`src/rtl/uart_pkg.sv`:
```
// Shared UART definitions: FSM state encoding, default bit period, timer width.
package uart_pkg;

  // Default clk cycles per serial bit: 50 us bit period from a 50 MHz clock.
  localparam int DEFAULT_CLKS_PER_BIT = 2500;

  // The bit timer is wide enough for the largest legal CLKS_PER_BIT (8191).
  localparam int TIMER_W = 13;

  // Bit counter width covers indices 0..7 for up to 8 data bits.
  localparam int BIT_CNT_W = 3;

  typedef enum logic [1:0] {
    IDLE  = 2'd0,
    START = 2'd1,
    DATA  = 2'd2,
    STOP  = 2'd3
  } uart_state_t;

endpackage

```
`src/rtl/baud_timer.sv`:
```
// Free-running bit-period timer: pulses tick when the count reaches the
// terminal count, and restarts from zero on that same edge.
import uart_pkg::*;

module baud_timer (
  input  logic               clk,
  input  logic               reset,
  input  logic               clear,
  input  logic               enable,
  input  logic [TIMER_W-1:0] terminal,
  output logic               tick
);

  logic [TIMER_W-1:0] count;

  // Tick is combinational so the FSM acts on the same edge the count wraps.
  assign tick = enable && !clear && (count == terminal);

  // Count register: explicit clear, auto-clear on tick, otherwise increment.
  // NOTE: sequential state uses non-blocking assignments so every flop samples
  // pre-edge values, matching real hardware regardless of block ordering.
  always_ff @(posedge clk or posedge reset) begin
    if (reset) begin
      count <= '0;
    end else if (clear) begin
      count <= '0;
    end else if (enable) begin
      if (count == terminal) count <= '0;
      else                   count <= count + 1'b1;
    end
  end

endmodule

```
`src/rtl/uart_rx.sv`:
```
// UART receiver: 2-flop synchroniser, IDLE/START/DATA/STOP FSM sampling at
// bit midpoints, LSB-first shift register and registered result pulses.
import uart_pkg::*;

module uart_rx #(
  parameter int CLKS_PER_BIT = DEFAULT_CLKS_PER_BIT,
  parameter int DATA_BITS    = 8
) (
  input  logic                 clk,
  input  logic                 reset,
  input  logic                 rx,
  input  logic                 enable,
  output logic [DATA_BITS-1:0] data_out,
  output logic                 data_valid,
  output logic                 frame_err,
  output logic                 busy
);

  // Terminal counts: the start bit is checked half a bit in, every later
  // sample is one full bit after the previous one, landing on midpoints.
  localparam logic [TIMER_W-1:0] HALF_TC = TIMER_W'(CLKS_PER_BIT / 2 - 1);
  localparam logic [TIMER_W-1:0] BIT_TC  = TIMER_W'(CLKS_PER_BIT - 1);
  localparam logic [BIT_CNT_W-1:0] LAST_BIT = BIT_CNT_W'(DATA_BITS - 1);

  uart_state_t          state, next_state;
  logic [1:0]           sync;
  logic                 rx_s;
  logic                 tick;
  logic                 timer_clear;
  logic [TIMER_W-1:0]   terminal;
  logic [BIT_CNT_W-1:0] bit_cnt;
  logic [DATA_BITS-1:0] shift_reg;
  logic                 wait_high;

  // Synchroniser: resets to the idle-high line level so reset cannot fake a start bit.
  always_ff @(posedge clk or posedge reset) begin
    if (reset) sync <= 2'b11;
    else       sync <= {sync[0], rx};
  end

  assign rx_s = sync[1];

  baud_timer u_timer (
    .clk      (clk),
    .reset    (reset),
    .clear    (timer_clear),
    .enable   (enable),
    .terminal (terminal),
    .tick     (tick)
  );

  // State register.
  always_ff @(posedge clk or posedge reset) begin
    if (reset) state <= IDLE;
    else       state <= next_state;
  end

  // Next-state logic; dropping enable aborts any frame back to IDLE.
  // NOTE: every output of a combinational block gets a default first, so no
  // path leaves it unassigned and no latch is inferred.
  always_comb begin
    next_state = state;
    if (!enable) begin
      next_state = IDLE;
    end else begin
      unique case (state)
        IDLE:  if (!rx_s && !wait_high)              next_state = START;
        START: if (tick)                             next_state = rx_s ? IDLE : DATA;
        DATA:  if (tick && bit_cnt == LAST_BIT)      next_state = STOP;
        STOP:  if (tick)                             next_state = IDLE;
        default:                                     next_state = IDLE;
      endcase
    end
  end

  // State-decoded outputs: busy flag and timer control.
  always_comb begin
    busy        = (state != IDLE);
    timer_clear = (state == IDLE) || !enable;
    terminal    = (state == START) ? HALF_TC : BIT_TC;
  end

  // Datapath: bit counter, shift register, result registers, relock flag.
  always_ff @(posedge clk or posedge reset) begin
    if (reset) begin
      bit_cnt    <= '0;
      shift_reg  <= '0;
      data_out   <= '0;
      data_valid <= 1'b0;
      frame_err  <= 1'b0;
      wait_high  <= 1'b0;
    end else begin
      data_valid <= 1'b0;
      frame_err  <= 1'b0;
      if (state == IDLE && next_state == START) bit_cnt <= '0;
      if (state == START && next_state == DATA) bit_cnt <= '0;
      if (enable && tick && state == DATA) begin
        shift_reg[bit_cnt] <= rx_s;
        bit_cnt            <= bit_cnt + 1'b1;
      end
      if (enable && tick && state == STOP) begin
        if (rx_s) begin
          data_out   <= shift_reg;
          data_valid <= 1'b1;
        end else begin
          frame_err  <= 1'b1;
          wait_high  <= 1'b1;
        end
      end
      // A broken frame leaves the line suspect: re-arm only after seeing it high.
      if (state == IDLE && rx_s) wait_high <= 1'b0;
    end
  end

endmodule

```
`config.mk`:
```
export PLATFORM = sky130hd
export DESIGN_NAME = uart_rx
export DESIGN_NICKNAME = d
export VERILOG_FILES = /design/src/rtl/uart_pkg.sv /design/src/rtl/baud_timer.sv /design/src/rtl/uart_rx.sv
export SDC_FILE = /design/constraint.sdc
export NUM_CORES = 1
export LEC_CHECK = 0
export CAP_MARGIN = 20
export CORE_MARGIN = 2
export CORE_UTILIZATION = 53
export CTS_BUF_LIST = sky130_fd_sc_hd__clkbuf_8
export CTS_CLUSTER_DIAMETER = 40
export DETAILED_ROUTE_END_ITERATION = 16
export PLACE_DENSITY = 0.74
export SYNTH_ARGS = -nofsm -noshare
export SYNTH_HDL_FRONTEND = slang
export SYNTH_SLANG_ARGS = --single-unit
```
`constraint.sdc`:
```
create_clock -name clk -period 4.4 [get_ports clk]
set_input_delay 0.44 -clock clk [delete_from_list [all_inputs] [get_ports clk]]
set_output_delay 0.44 -clock clk [all_outputs]
set_load 0.005 [all_outputs]
```
-- Word level (Yosys, flattened, before mapping)
Cells that the tools add are included.
- flip-flop bits (word level): 39
- bits of input ports: 4
- output and inout port bits: 11
- logic and storage cells: 68
- $add $sub $neg: 2
- magnitude comparators: 2
- eq/ne operators: 8
- muxes and demuxes: 24
- reductions and logical operators: 23
- operators with widths (cell ; count):
    2-to-1 mux 13 bit ; 3
    adder 13 x 1 -> 13 bit (second input constant) ; 1
    == test 13 x 12 -> 1 bit ; 1
    2-to-1 mux 12 bit ; 1
    2-to-1 mux 2 bit ; 6
    logical AND 1 bit ; 11
    2-to-1 mux 3 bit ; 3
    bitwise mux 8 bit ; 1
    2-to-1 mux 1 bit ; 8
    case mux 2 bit (4 select lines) ; 1
    == test 2 bit (second input constant) ; 3
    nonzero test 2 bit ; 3
    == test 2 x 1 -> 1 bit (second input constant) ; 2
    logical NOT 1 bit ; 4
    < comparator 3 x 4 -> 1 bit (second input constant) ; 1
    AND reduction 2 bit ; 2
    adder 3 x 1 -> 3 bit (second input constant) ; 1
    demux 1 bit (select 3 bit) ; 1
    == test 3 bit (second input constant) ; 1
    greater-or-equal comparator 3 x 1 -> 1 bit (second input constant) ; 1
    nonzero test 3 bit ; 1
    logical NOT 2 bit ; 1
    inequality test 2 x 1 -> 1 bit (second input constant) ; 1
    logical OR 1 bit ; 1

-- Depth between registers and ports, before layout
Gate-level depths: netlist of run 1.
- depth in word-level cells: 14
- mapped depth: 7
- gate-level depth less buffers: 6

-- Hierarchy
A second synthesis of run 1 with hierarchy kept.
- cell total of the unflattened synthesis: 212
- area, all modules: 2122.0 µm²
- by module, submodules not included (module ; times used ; cells each ; area each (µm²) ; seq. area each (µm²)):
    uart_rx ; 1 ; 97 ; 1189.9 ; 653.1
    baud_timer ; 1 ; 115 ; 932.1 ; 325.3

-- Worst setup path before layout of run 1
No wires, ideal clock.
- kind: register to register
- from: reg u_timer.count[3]
- to: reg shift_reg[5]
- setup time: 0.125 ns
- data arrival time: 2.596 ns
- data required time: 4.275 ns
- path slack: 1.679 ns
- stages on the path, launching flop included: 6
- buffers on the path: 0
- clock period less this slack: 2.721 ns
- cell sequence: dfrtp_1 or4_1 or4b_4 a2111o_1 or4_1 mux2_2
- cells in the longest elaborated chain, start to end: 4
- ends and longest elaborated chain (element ; RTL line ; text):
    from (decl) ; baud_timer.sv:14 ; logic [TIMER_W-1:0] count;
    from (signal assigned) ; baud_timer.sv:29 ; else count <= count + 1'b1;
    == test 13 x 12 -> 1 bit ; baud_timer.sv:17 ; assign tick = enable && !clear && (count == terminal);
    logical AND 1 bit ; baud_timer.sv:17 ;
    logical AND 1 bit (2 in a row) ; uart_rx.sv:97 ; if (enable && tick && state == DATA) begin
    to (signal, indexed assignment) ; uart_rx.sv:98 ; shift_reg[bit_cnt] <= rx_s;
    to (decl) ; uart_rx.sv:32 ; logic [DATA_BITS-1:0] shift_reg;
Every way passes these cells.
A chain may end at the register's enable or synchronous reset.

-- Worst setup path in the final report of run 1
- from: reg u_timer.count[3]
- to: reg data_out[3]
- cells in the longest elaborated chain, start to end: 5
- ends and longest elaborated chain (element ; RTL line ; text):
    == test 13 x 12 -> 1 bit ; baud_timer.sv:17 ;
    logical AND 1 bit ; baud_timer.sv:17 ;
    logical AND 1 bit (2 in a row) ; uart_rx.sv:101 ; if (enable && tick && state == STOP) begin
    AND reduction 2 bit (no source line) ; n/a ;
    to (signal assigned) ; uart_rx.sv:103 ; data_out <= shift_reg;
    to (decl) ; uart_rx.sv:13 ; output logic [DATA_BITS-1:0] data_out,
Every way passes these cells.

==> key figures, run 1 <==
Status
  • Outcome: complete, no violations

Drt
  • Final ANT Viol Nets: 0
  • Remaining DRCs: 0
  • WL final: 3.28 mm
  • Via/cell ratio: 5.51
  • Drt wl/cell: 14.6 µm
  • DR iter-0 viols: 63
  • Drt first pass iters: 4
  • Vias: 1234

Floorplan
  • Io pins: 15
  • Initial core utilization: 54.5%
  • Die Height: 62.4 µm
  • Cell Rows: 21
  • Die area: 0.00389 mm²
  • Die width: 62.4 µm
  • Core area: 0.00331 mm²

Clock tree
  • Clk_lat worst skew: 0.30 ns
  • PostCTS Resize Cnt: 0
  • CTS tree: yes
  • Hold Buf Count CTS: 0
  • CTS max path bufs: 2
  • Root Buffer: clkbuf_8
  • Number of H-tree levels: 2
  • Clk pin slew, worst setup/hold paths: 0.08 ns
  • Sink Count: 39
  • Cts bufs inserted: 5
  • Postcts setup bufs: 0

Timing
  • Final Hold Vio Count: 0
  • Worst Tran Pin Value: 0.554 ns
  • Tcrit/Tclk final: 64.4%
  • Skew final: 0.0119 ns
  • RSZ-0062 raised after global routing: false
  • Final setup vio count: 0
  • Minimum clock period: 2.83 ns
  • Max Freq: 353 MHz
  • Slew Viols, Final: 0
  • Hold Slack: 0.361 ns
  • Setup TNS Final: 0 ns
  • Rel. slew slack: 63.0%

Power
  • Switching pwr: 147 µW
  • Logic pwr share: 3.2%
  • Cell Pwr Density: 325 mW/mm²
  • Internal power: 538 µW
  • Switch share: 21.5%
  • Worst VDD drop: 0.264 mV
  • Clock power share: 43.5%
  • Share of power burned in registers: 53.3%
  • Leakage power: 0.914 nW

Logic synthesis
  • Syn Inst Count: 159
  • Count of cell types in the netlist: 35
  • Top cell type's share of synthesized area: 51.3%
  • Dominant cells by area after synthesis: dfrtp_1 (51%), mux2_2 (10%), xor2_1 (3.9%)
  • Post-synth top area cell: dfrtp_1
  • Number of synthesized flops with an enable pin: 0
  • Synthesized flop and latch total: 39
  • Mux share of post-synthesis cell area: 11.1%
  • Post-Synth Adder-Cell Area: 2.08%
  • Post-Syn Nets: 166
  • Xor and xnor area share after synthesis: 5.82%
  • Simple-Gate Fraction of Synth Area: 19.8%
  • Seq/Total Area, Yosys: 54.2%
  • Ys async rst share: 100%
  • Main combinational cell family by area after synthesis: simple AND/OR/NAND/NOR gates
  • Total number of yosys warnings: 0
  • Most used flip-flop cell after synthesis: dfrtp_1
  • Post-Syn Area: 0.00181 mm²
  • Area fraction in compound gates after synthesis: 5.20%
  • Post-Syn Area per Cell: 11.4 µm²

GRT
  • Vias in the first global route: 1307
  • Gr ovfl total: 0
  • Overall global routing resource usage: 19.9%
  • Initial antenna violation count: 0
  • First-pass GRT wire length: 5.99 mm
  • Largest net degree at the start of global routing: 40

Critical path
  • Worst Path Arrival: 3.02 ns
  • Critical Path Source Type: register
  • Crit path buffers/inverters: 0
  • Crit path max-delay family: simple AND/OR/NAND/NOR gates
  • CP required: 4.58 ns
  • WS Path Type: register to register
  • Crit-path max cell delay: 0.56 ns
  • Slowest-stage cell, CP: or4b_4
  • CP max FO: 8
  • Flop2flop setup slack: 1.57 ns
  • Worst path cell trace: or4_1, or4b_4, a21oi_1, nand4_1, mux2_2
  • Critical Path End Type: register

Layout
  • Max reg flops: 13
  • Nets: 184
  • Antenna cells: 0
  • Layout Area Growth over Synthesis: 16.8%
  • Layout cells sized above 1: 17.4%
  • Final Util: 63.7%

Place
  • Placer Congestion: 0.846
  • DP HPWL: 2.35 mm
  • Port buffer count: 14

Worst hold path
  • Hold Path Class: register to register

Run
  • Max-cap violations: 0
[cell usage in the layout, fill, tap and decap left out, types with 3 or more instances in the layout]
master and instances:
xnor2_1 4, nand4_1 4, clkbuf_8 5, nor2_1 15, nand2b_1 4, nand2_1 10, mux2_2 16, dfrtp_1 37
nor3_1 7, o22ai_1 3, and2_1 4, xor2_1 8, clkdlybuf4s50_1 14, inv_1 5, nand3_1 6, nor4_1 3
ha_1 3
[area by class of cell]
cell class                      count  area [µm²]
Timing Repair Buffer               15         148
Clock buffer                        5        68.8
Multi-Input combinational cell    111         793
Tap cell                           46        57.6
Clock inverter                      3        43.8
Inverter                            5        18.8
Fill cell                         269        1200
Sequential cell                    39         978
[synth_stat cells (3+ instances only)]
cell type  number
clkbuf_1        4
nor2_1         15
inv_1           5
nor4_1          3
nand4_1         4
nand3_1         6
xor2_1          8
o22ai_1         3
xnor2_1         4
nor3_1          7
and2_1          4
dfrtp_1        37
nand2_1        10
mux2_2         16
nand2b_1        4
ha_1            3
[power groups by stage]
stage                     clock (mW)  combinational, mW  sequential [mW]
final                          0.298             0.0220            0.365
after global routing           0.323             0.0252            0.366
after CTS                      0.302             0.0228            0.365
after detailed placement           0             0.0226            0.372
after global placement             0             0.0218            0.372
after floorplan                    0             0.0148            0.370
[routing by layer]
metal	routed length (µm)	global-route usage [%]
met1	1460	24.6
met2	1630	31.4
met3	115	7.07
met4	70	9.17
met5	0	0
[path summary, 6_finish.rpt]
path | depth (start not counted) | endpoint | from
min in group asynchronous | 3 | u_timer.count[0] | reset
min | 0 | sync[1] | sync[0]
max in group asynchronous | 3 | sync[1] | reset
min reg2reg | 0 | sync[1] | sync[0]
max reg2reg | 5 | data_out[3] | u_timer.count[3]
max | 5 | data_out[3] | u_timer.count[3]
[stage by stage]
step | instance area (µm²) | worst slack [ns] | cells | total power [mW]
2_1_floorplan | 1810 | 1.68 | 159 | 0.385
3_3_place_gp | 2000 | 1.63 | 216 | 0.394
3_5_place_dp | 2000 | 1.57 | 216 | 0.395
4_1_cts | 2110 | 1.56 | 224 | 0.689
5_1_grt | 2110 | 1.43 | 224 | 0.714
6_report | 2110 | 1.57 | 224 | 0.685
[cell families (layout without fill, tap and decap cells)]
logic type                 Yosys count  count (layout)
buffers and inverters                9              28
muxes                               18              18
AOI/OAI and AO/OA                   12              12
adders and majority gates            3               3
and+or+nand+nor                     66              66
DFF                                 39              39
xor gates and xnor gates            12              12
Power figures use the tool's default switching activity.
==> run 2: changes to the inputs <==
Clock period 4.4 ns to 2.7 ns, I/O delays scaled along.
==> run 2 against run 1 <==
  * Hold slack barely moved
  * Clock skew fell by 0.00079 ns
  * Utilization rose by 1.5 points
==> key figures, run 2 (synthesis results as in run 1) <==
Critical path
  • Worst Path Arrival: 2.86 ns (was 3.02 ns)
  • Crit-path max cell delay: 0.52 ns (was 0.56 ns)
  • CP max FO: 8 (unchanged)
  • WP depth: 5 (unchanged)
  • Crit path buffers/inverters: 0 (unchanged)
  • Depth of the worst register-to-register path: 5 (unchanged)
  • WS Path Type: register to register (unchanged)
  • Slowest-stage cell, CP: or4_4 (was or4b_4)
  • Critical Path End Type: register (unchanged)
  • CP required: 2.88 ns (was 4.58 ns)
  • Crit path max-delay family: simple AND/OR/NAND/NOR gates (unchanged)
  • Worst path cell trace: or4_4, or4b_4, a2111o_1, or4_1, mux2_2 (was or4_1, or4b_4, a21oi_1, nand4_1, mux2_2)
  • Critical Path Source Type: register (unchanged)

Drt
  • Drt wl/cell: 15.3 µm (was 14.6 µm)
  • Final ANT Viol Nets: 0 (unchanged)
  • Via/cell ratio: 5.48 (was 5.51)
  • DR iter-0 viols: 107 (was 63)
  • Remaining DRCs: 0 (unchanged)
  • WL final: 3.58 mm (was 3.28 mm)
  • Vias: 1277 (was 1234)
  • Drt first pass iters: 4 (unchanged)

GRT
  • First-pass GRT wire length: 6.53 mm (was 5.99 mm)
  • M3 GR Usage: 6.88% (was 7.07%)
  • Vias in the first global route: 1351 (was 1307)
  • Global Route met1 Usage: 27.6% (was 24.6%)
  • Gr ovfl total: 0 (unchanged)
  • Overall global routing resource usage: 21.9% (was 19.9%)
  • Initial antenna violation count: 0 (unchanged)
  • Largest net degree at the start of global routing: 40 (unchanged)
  • GRT met2 Usage: 36.0% (was 31.4%)
  • Grt peak-use layer: met2 (unchanged)

Floorplan
  • Die area: 0.00389 mm² (unchanged)
  • Die width: 62.4 µm (unchanged)
  • Cell Rows: 21 (unchanged)
  • Io pins: 15 (unchanged)
  • Initial core utilization: 54.5% (unchanged)
  • Core area: 0.00331 mm² (unchanged)
  • Die Height: 62.4 µm (unchanged)

Power
  • Total power draw: 1.01 mW (was 685 µW)
  • Cell Pwr Density: 469 mW/mm² (was 325 mW/mm²)
  • Leakage power: 0.945 nW (was 0.914 nW)
  • Worst VDD drop: 0.354 mV (was 0.264 mV)

Timing
  • Tcrit/Tclk final: 99.5% (was 64.4%)
  • Max Freq: 372 MHz (was 353 MHz)
  • Hold Slack: 0.361 ns (about the same)
  • Final setup vio count: 0 (unchanged)
  • Rel. slew slack: 68.1% (was 63.0%)
  • Minimum clock period: 2.69 ns (was 2.83 ns)
  • Worst Tran Pin Value: 0.479 ns (was 0.554 ns)
  • RSZ-0062 raised after global routing: true (was false)
  • Slew Viols, Final: 0 (unchanged)
  • Skew final: 0.0111 ns (was 0.0119 ns)
  • Final Hold Vio Count: 0 (unchanged)

Clock tree
  • PostCTS Resize Cnt: 0 (unchanged)
  • CTS max path bufs: 2 (unchanged)
  • Clk_lat worst skew: 0.30 ns (about the same)
  • Number of H-tree levels: 2 (unchanged)
  • Sink Count: 39 (unchanged)
  • Hold Buf Count CTS: 0 (unchanged)
  • Clk pin slew, worst setup/hold paths: 0.07 ns (was 0.08 ns)
  • Postcts setup bufs: 0 (unchanged)
  • CTS tree: yes (unchanged)
  • Root Buffer: clkbuf_8 (unchanged)
  • Cts bufs inserted: 5 (unchanged)

Place
  • Placer Congestion: 0.807 (was 0.846)
  • Port buffer count: 14 (unchanged)
  • Area after DPL: 0.00206 mm² (was 0.00200 mm²)
  • DP HPWL: 2.52 mm (was 2.35 mm)

Layout
  • Max reg flops: 13 (unchanged)
  • Antenna cells: 0 (unchanged)
  • Nets: 193 (was 184)
  • Layout Area Growth over Synthesis: 19.5% (was 16.8%)
  • Most frequent cells in the layout: dfrtp_1 (37), mux2_2 (16), nor2_1 (15) (unchanged)
  • Final Cell Area: 0.00216 mm² (was 0.00211 mm²)
  • Leading cell type in the layout, fill and taps excluded: dfrtp_1 (unchanged)
  • Layout cells sized above 1: 21.9% (was 17.4%)
  • # fillers: 270 (was 269)

Worst hold path
  • Hold Path Class: register to register (unchanged)
  • Hold path cells: 0 (unchanged)

Status
  • Outcome: complete, no violations (unchanged)

Run
  • Max-cap violations: 0 (unchanged)
run 2: changes by cell type in the layout (fill, tap and decap cells not counted):
cell	delta
clkinvlp_4	+1
or4_4	+1
bufinv_16	-1
nor4_1	-1
buf_4	+9
clkinv_4	-1
nor4_2	+1
or4_1	-1
inv_1	+1
run 2: where the power goes:
part,internal [mW],switching [mW]
clock,0.177,0.204
combinational,0.0131,0.0235
sequential,0.589,0.00698
run 2: worst paths after layout:
| kind | startpoint | end | slack, ns |
|---|---|---|---|
| worst max-delay path | u_timer.count[3] | shift_reg[5] | 0.01 |
| worst min-delay path | sync[0] | sync[1] | 0.36 |
| worst max register to register | u_timer.count[3] | shift_reg[5] | 0.01 |
| worst min register to register | sync[0] | sync[1] | 0.36 |
| max in group asynchronous | reset | sync[1] | 1.96 |
| min in group asynchronous | reset | shift_reg[1] | 0.38 |
run 2: final cells by class:
class	count	area, µm²	area share, %
inverters	5	18.8	0.870
clock inverters	3	16.3	0.754
clock buffers	5	68.8	3.19
multi-input cells	111	803	37.2
repair buffers	24	215	9.97
well taps	46	57.6	2.67
flip-flops and latches	39	978	45.3
run 2: routing by layer:
| metal | wire [µm] | vias to the layer above | share of wire [%] |
|---|---|---|---|
| li1 | - | 617 | - |
| met1 | 1650 | 637 | 46 |
| met2 | 1740 | 19 | 49 |
| met3 | 131 | 4 | 3.7 |
| met4 | 55 | 0 | 1.5 |
| met5 | 0 | - | 0 |
run 2: metrics by stage:
stage	worst slack (ns)	std cells	util, %	TNS (ns)
5_1_grt	-0.0504	233	65.2	-0.108
6_report	0.0146	233	65.2	0
3_3_place_gp	0.0916	225	62.3	0
4_1_cts	0.0523	233	64.9	0
2_1_floorplan	0.0769	159	-	0
3_5_place_dp	0.0537	225	62.3	0
==> run 3: changes to the inputs <==
Settings changed: DONT_BUFFER_PORTS set to 1, PLACE_DENSITY 0.74 to 0.68.
==> run 3 against run 2 <==
  * Non-clock buffer count fell by 13
  * First-iteration DRC count fell by 36%
  * Via count fell by 3.5%
  * Register-to-register slack improved by 0.03 ns
  * Routed wire length fell by 7.7%
  * Hold slack got worse by 0.31 ns
  * Clock skew fell by 0.0024 ns
==> key figures, run 3 (synthesis results as in run 1) <==
Layout
  • Max reg flops: 13 (unchanged)
  • Nets: 180 (was 193)
  • Layout cells sized above 1: 23.0% (was 21.9%)
  • Most frequent cells in the layout: dfrtp_1 (37), mux2_2 (16), nor2_1 (15) (unchanged)
  • Non-Filler Instances: 220 (was 233)
  • Layout Area Growth over Synthesis: 13.6% (was 19.5%)
  • Antenna cells: 0 (unchanged)
  • Leading cell type in the layout, fill and taps excluded: dfrtp_1 (unchanged)

Power
  • Leakage power: 0.916 nW (was 0.945 nW)
  • Internal power: 897 µW (was 778 µW)
  • Switch share: 20.3% (was 23.1%)
  • Switching pwr: 228 µW (was 234 µW)
  • Total power draw: 1.13 mW (was 1.01 mW)
  • Worst VDD drop: 0.445 mV (was 0.354 mV)
  • Logic pwr share: 2.8% (was 3.6%)
  • Share of power burned in registers: 52.9% (was 58.8%)
  • Clock power share: 44.3% (was 37.6%)
  • Cell Pwr Density: 549 mW/mm² (was 469 mW/mm²)

Critical path
  • Critical Path End Type: register (unchanged)
  • WS Path Type: register to register (unchanged)
  • Slowest-stage cell, CP: or4b_4 (was or4_4)
  • CP required: 2.88 ns (about the same)
  • CP max FO: 8 (unchanged)
  • Most common cell type on the critical path: or4_1
  • Worst Path Arrival: 2.84 ns (was 2.86 ns)
  • Critical Path Source Type: register (unchanged)
  • Depth of the worst register-to-register path: 5 (unchanged)
  • Worst path cell trace: or4_1, or4b_4, a2111o_1, or4_1, mux2_2 (was or4_4, or4b_4, a2111o_1, or4_1, mux2_2)
  • Crit-path max cell delay: 0.53 ns (was 0.52 ns)

Timing
  • Worst Tran Pin Value: 0.863 ns (was 0.479 ns)
  • Tcrit/Tclk final: 98.4% (was 99.5%)
  • Slew Viols, Final: 0 (unchanged)
  • Final Hold Vio Count: 0 (unchanged)
  • Skew final: 0.00871 ns (was 0.0111 ns)
  • Minimum clock period: 2.66 ns (was 2.69 ns)
  • Hold Slack: 0.0469 ns (was 0.361 ns)
  • RSZ-0062 raised after global routing: true (unchanged)
  • Rel. slew slack: 42.4% (was 68.1%)
  • Final setup vio count: 0 (unchanged)
  • Setup TNS Final: 0 ns (unchanged)
  • Max Freq: 376 MHz (was 372 MHz)

GRT
  • Overall global routing resource usage: 19.2% (was 21.9%)
  • Initial antenna violation count: 0 (unchanged)
  • Largest net degree at the start of global routing: 25 (was 40)
  • Gr ovfl total: 0 (unchanged)
  • Grt peak-use layer: met2 (unchanged)
  • M3 GR Usage: 5.80% (was 6.88%)
  • Vias in the first global route: 1237 (was 1351)
  • GRT met2 Usage: 29.3% (was 36.0%)
  • Global Route met1 Usage: 25.8% (was 27.6%)
  • First-pass GRT wire length: 5.80 mm (was 6.53 mm)

Status
  • Outcome: complete, no violations (unchanged)

Place
  • Placer Congestion: 0.877 (was 0.807)
  • DP Cell Count: 211 (was 225)
  • Port buffer count: 0 (was 14)
  • DP HPWL: 2.41 mm (was 2.52 mm)

Clock tree
  • Clk_lat worst skew: 0.29 ns (was 0.30 ns)
  • Cts bufs inserted: 5 (unchanged)
  • PostCTS Resize Cnt: 0 (unchanged)
  • Postcts setup bufs: 0 (unchanged)
  • Sink Count: 39 (unchanged)
  • Clk pin slew, worst setup/hold paths: 0.08 ns (was 0.07 ns)
  • Root Buffer: clkbuf_8 (unchanged)
  • Number of H-tree levels: 2 (unchanged)
  • CTS tree: yes (unchanged)
  • CTS max path bufs: 2 (unchanged)

Drt
  • DR iter-0 viols: 68 (was 107)
  • Vias: 1232 (was 1277)
  • WL final: 3.30 mm (was 3.58 mm)
  • Drt first pass iters: 4 (unchanged)
  • Drt wl/cell: 15.0 µm (was 15.3 µm)
  • Remaining DRCs: 0 (unchanged)
  • Via/cell ratio: 5.60 (was 5.48)
  • Final ANT Viol Nets: 0 (unchanged)

Floorplan
  • Die area: 0.00389 mm² (unchanged)
  • Initial core utilization: 54.5% (unchanged)
  • Io pins: 15 (unchanged)
  • Cell Rows: 21 (unchanged)
  • Die width: 62.4 µm (unchanged)
  • Die Height: 62.4 µm (unchanged)
  • Core area: 0.00331 mm² (unchanged)

Worst hold path
  • Hold Path Class: input pin to asynchronous set/reset pin (was register to register)

Run
  • Max-cap violations: 0 (unchanged)
run 3: cell type report:
class | count | area (µm²)
fill | 289 | 1260
sequential | 39 | 978
multi-input combinational | 111 | 793
timing repair buffer | 11 | 85.1
clock buffer | 6 | 82.6
tap | 46 | 57.6
clock inverter | 2 | 35.0
inverter | 5 | 18.8
run 3: routing by layer:
layer	vias up	part of all wire, %
met5	-	0
met4	0	1.4
met3	5	5.5
met2	27	48
met1	611	45
li1	589	-
run 3: power by group through the flow:
| stage | clock network [mW] | registers [mW] | logic, mW |
|---|---|---|---|
| after detailed placement | 0 | 0.606 | 0.0315 |
| after global placement | 0 | 0.606 | 0.0296 |
| after global routing | 0.535 | 0.596 | 0.0369 |
| after CTS | 0.508 | 0.595 | 0.0326 |
| after floorplan | 0 | 0.603 | 0.0241 |
| final | 0.499 | 0.595 | 0.0314 |
run 3: worst max-delay path, delay by kind of cell, from the launching register on:
family	cells	cell delay, ns
mux	1	0.28
compound gates	1	0.41
flops	1	0.41
simple gates	3	1.45
run 3: worst paths after layout:
kind                                   from               end  slack, ns
min reg2reg                         sync[0]           sync[1]       0.36
min in group clk                     enable          state[1]       0.12
max in group asynchronous             reset  u_timer.count[3]       1.91
min                                   reset      shift_reg[7]       0.05
max                        u_timer.count[9]      shift_reg[5]       0.04
max reg2reg                u_timer.count[9]      shift_reg[5]       0.04
run 3: per-stage QoR:
step                      cell area [µm²]  setup WS (ns)  util, %
after global placement               1920         0.0789     58.1
after global routing                 2050        -0.0594     61.9
after CTS                            2050         0.0374     61.9
final                                2050         0.0438     61.9
after detailed placement             1920         0.0450     58.1
after floorplan                      1810         0.0769        -
run 3: timing repair:
item / 4_1_cts / 5_1_grt
hold buffers: 1 / 0
setup endpoints to repair: 0 / 4
hold endpoints to repair: 1 / 0
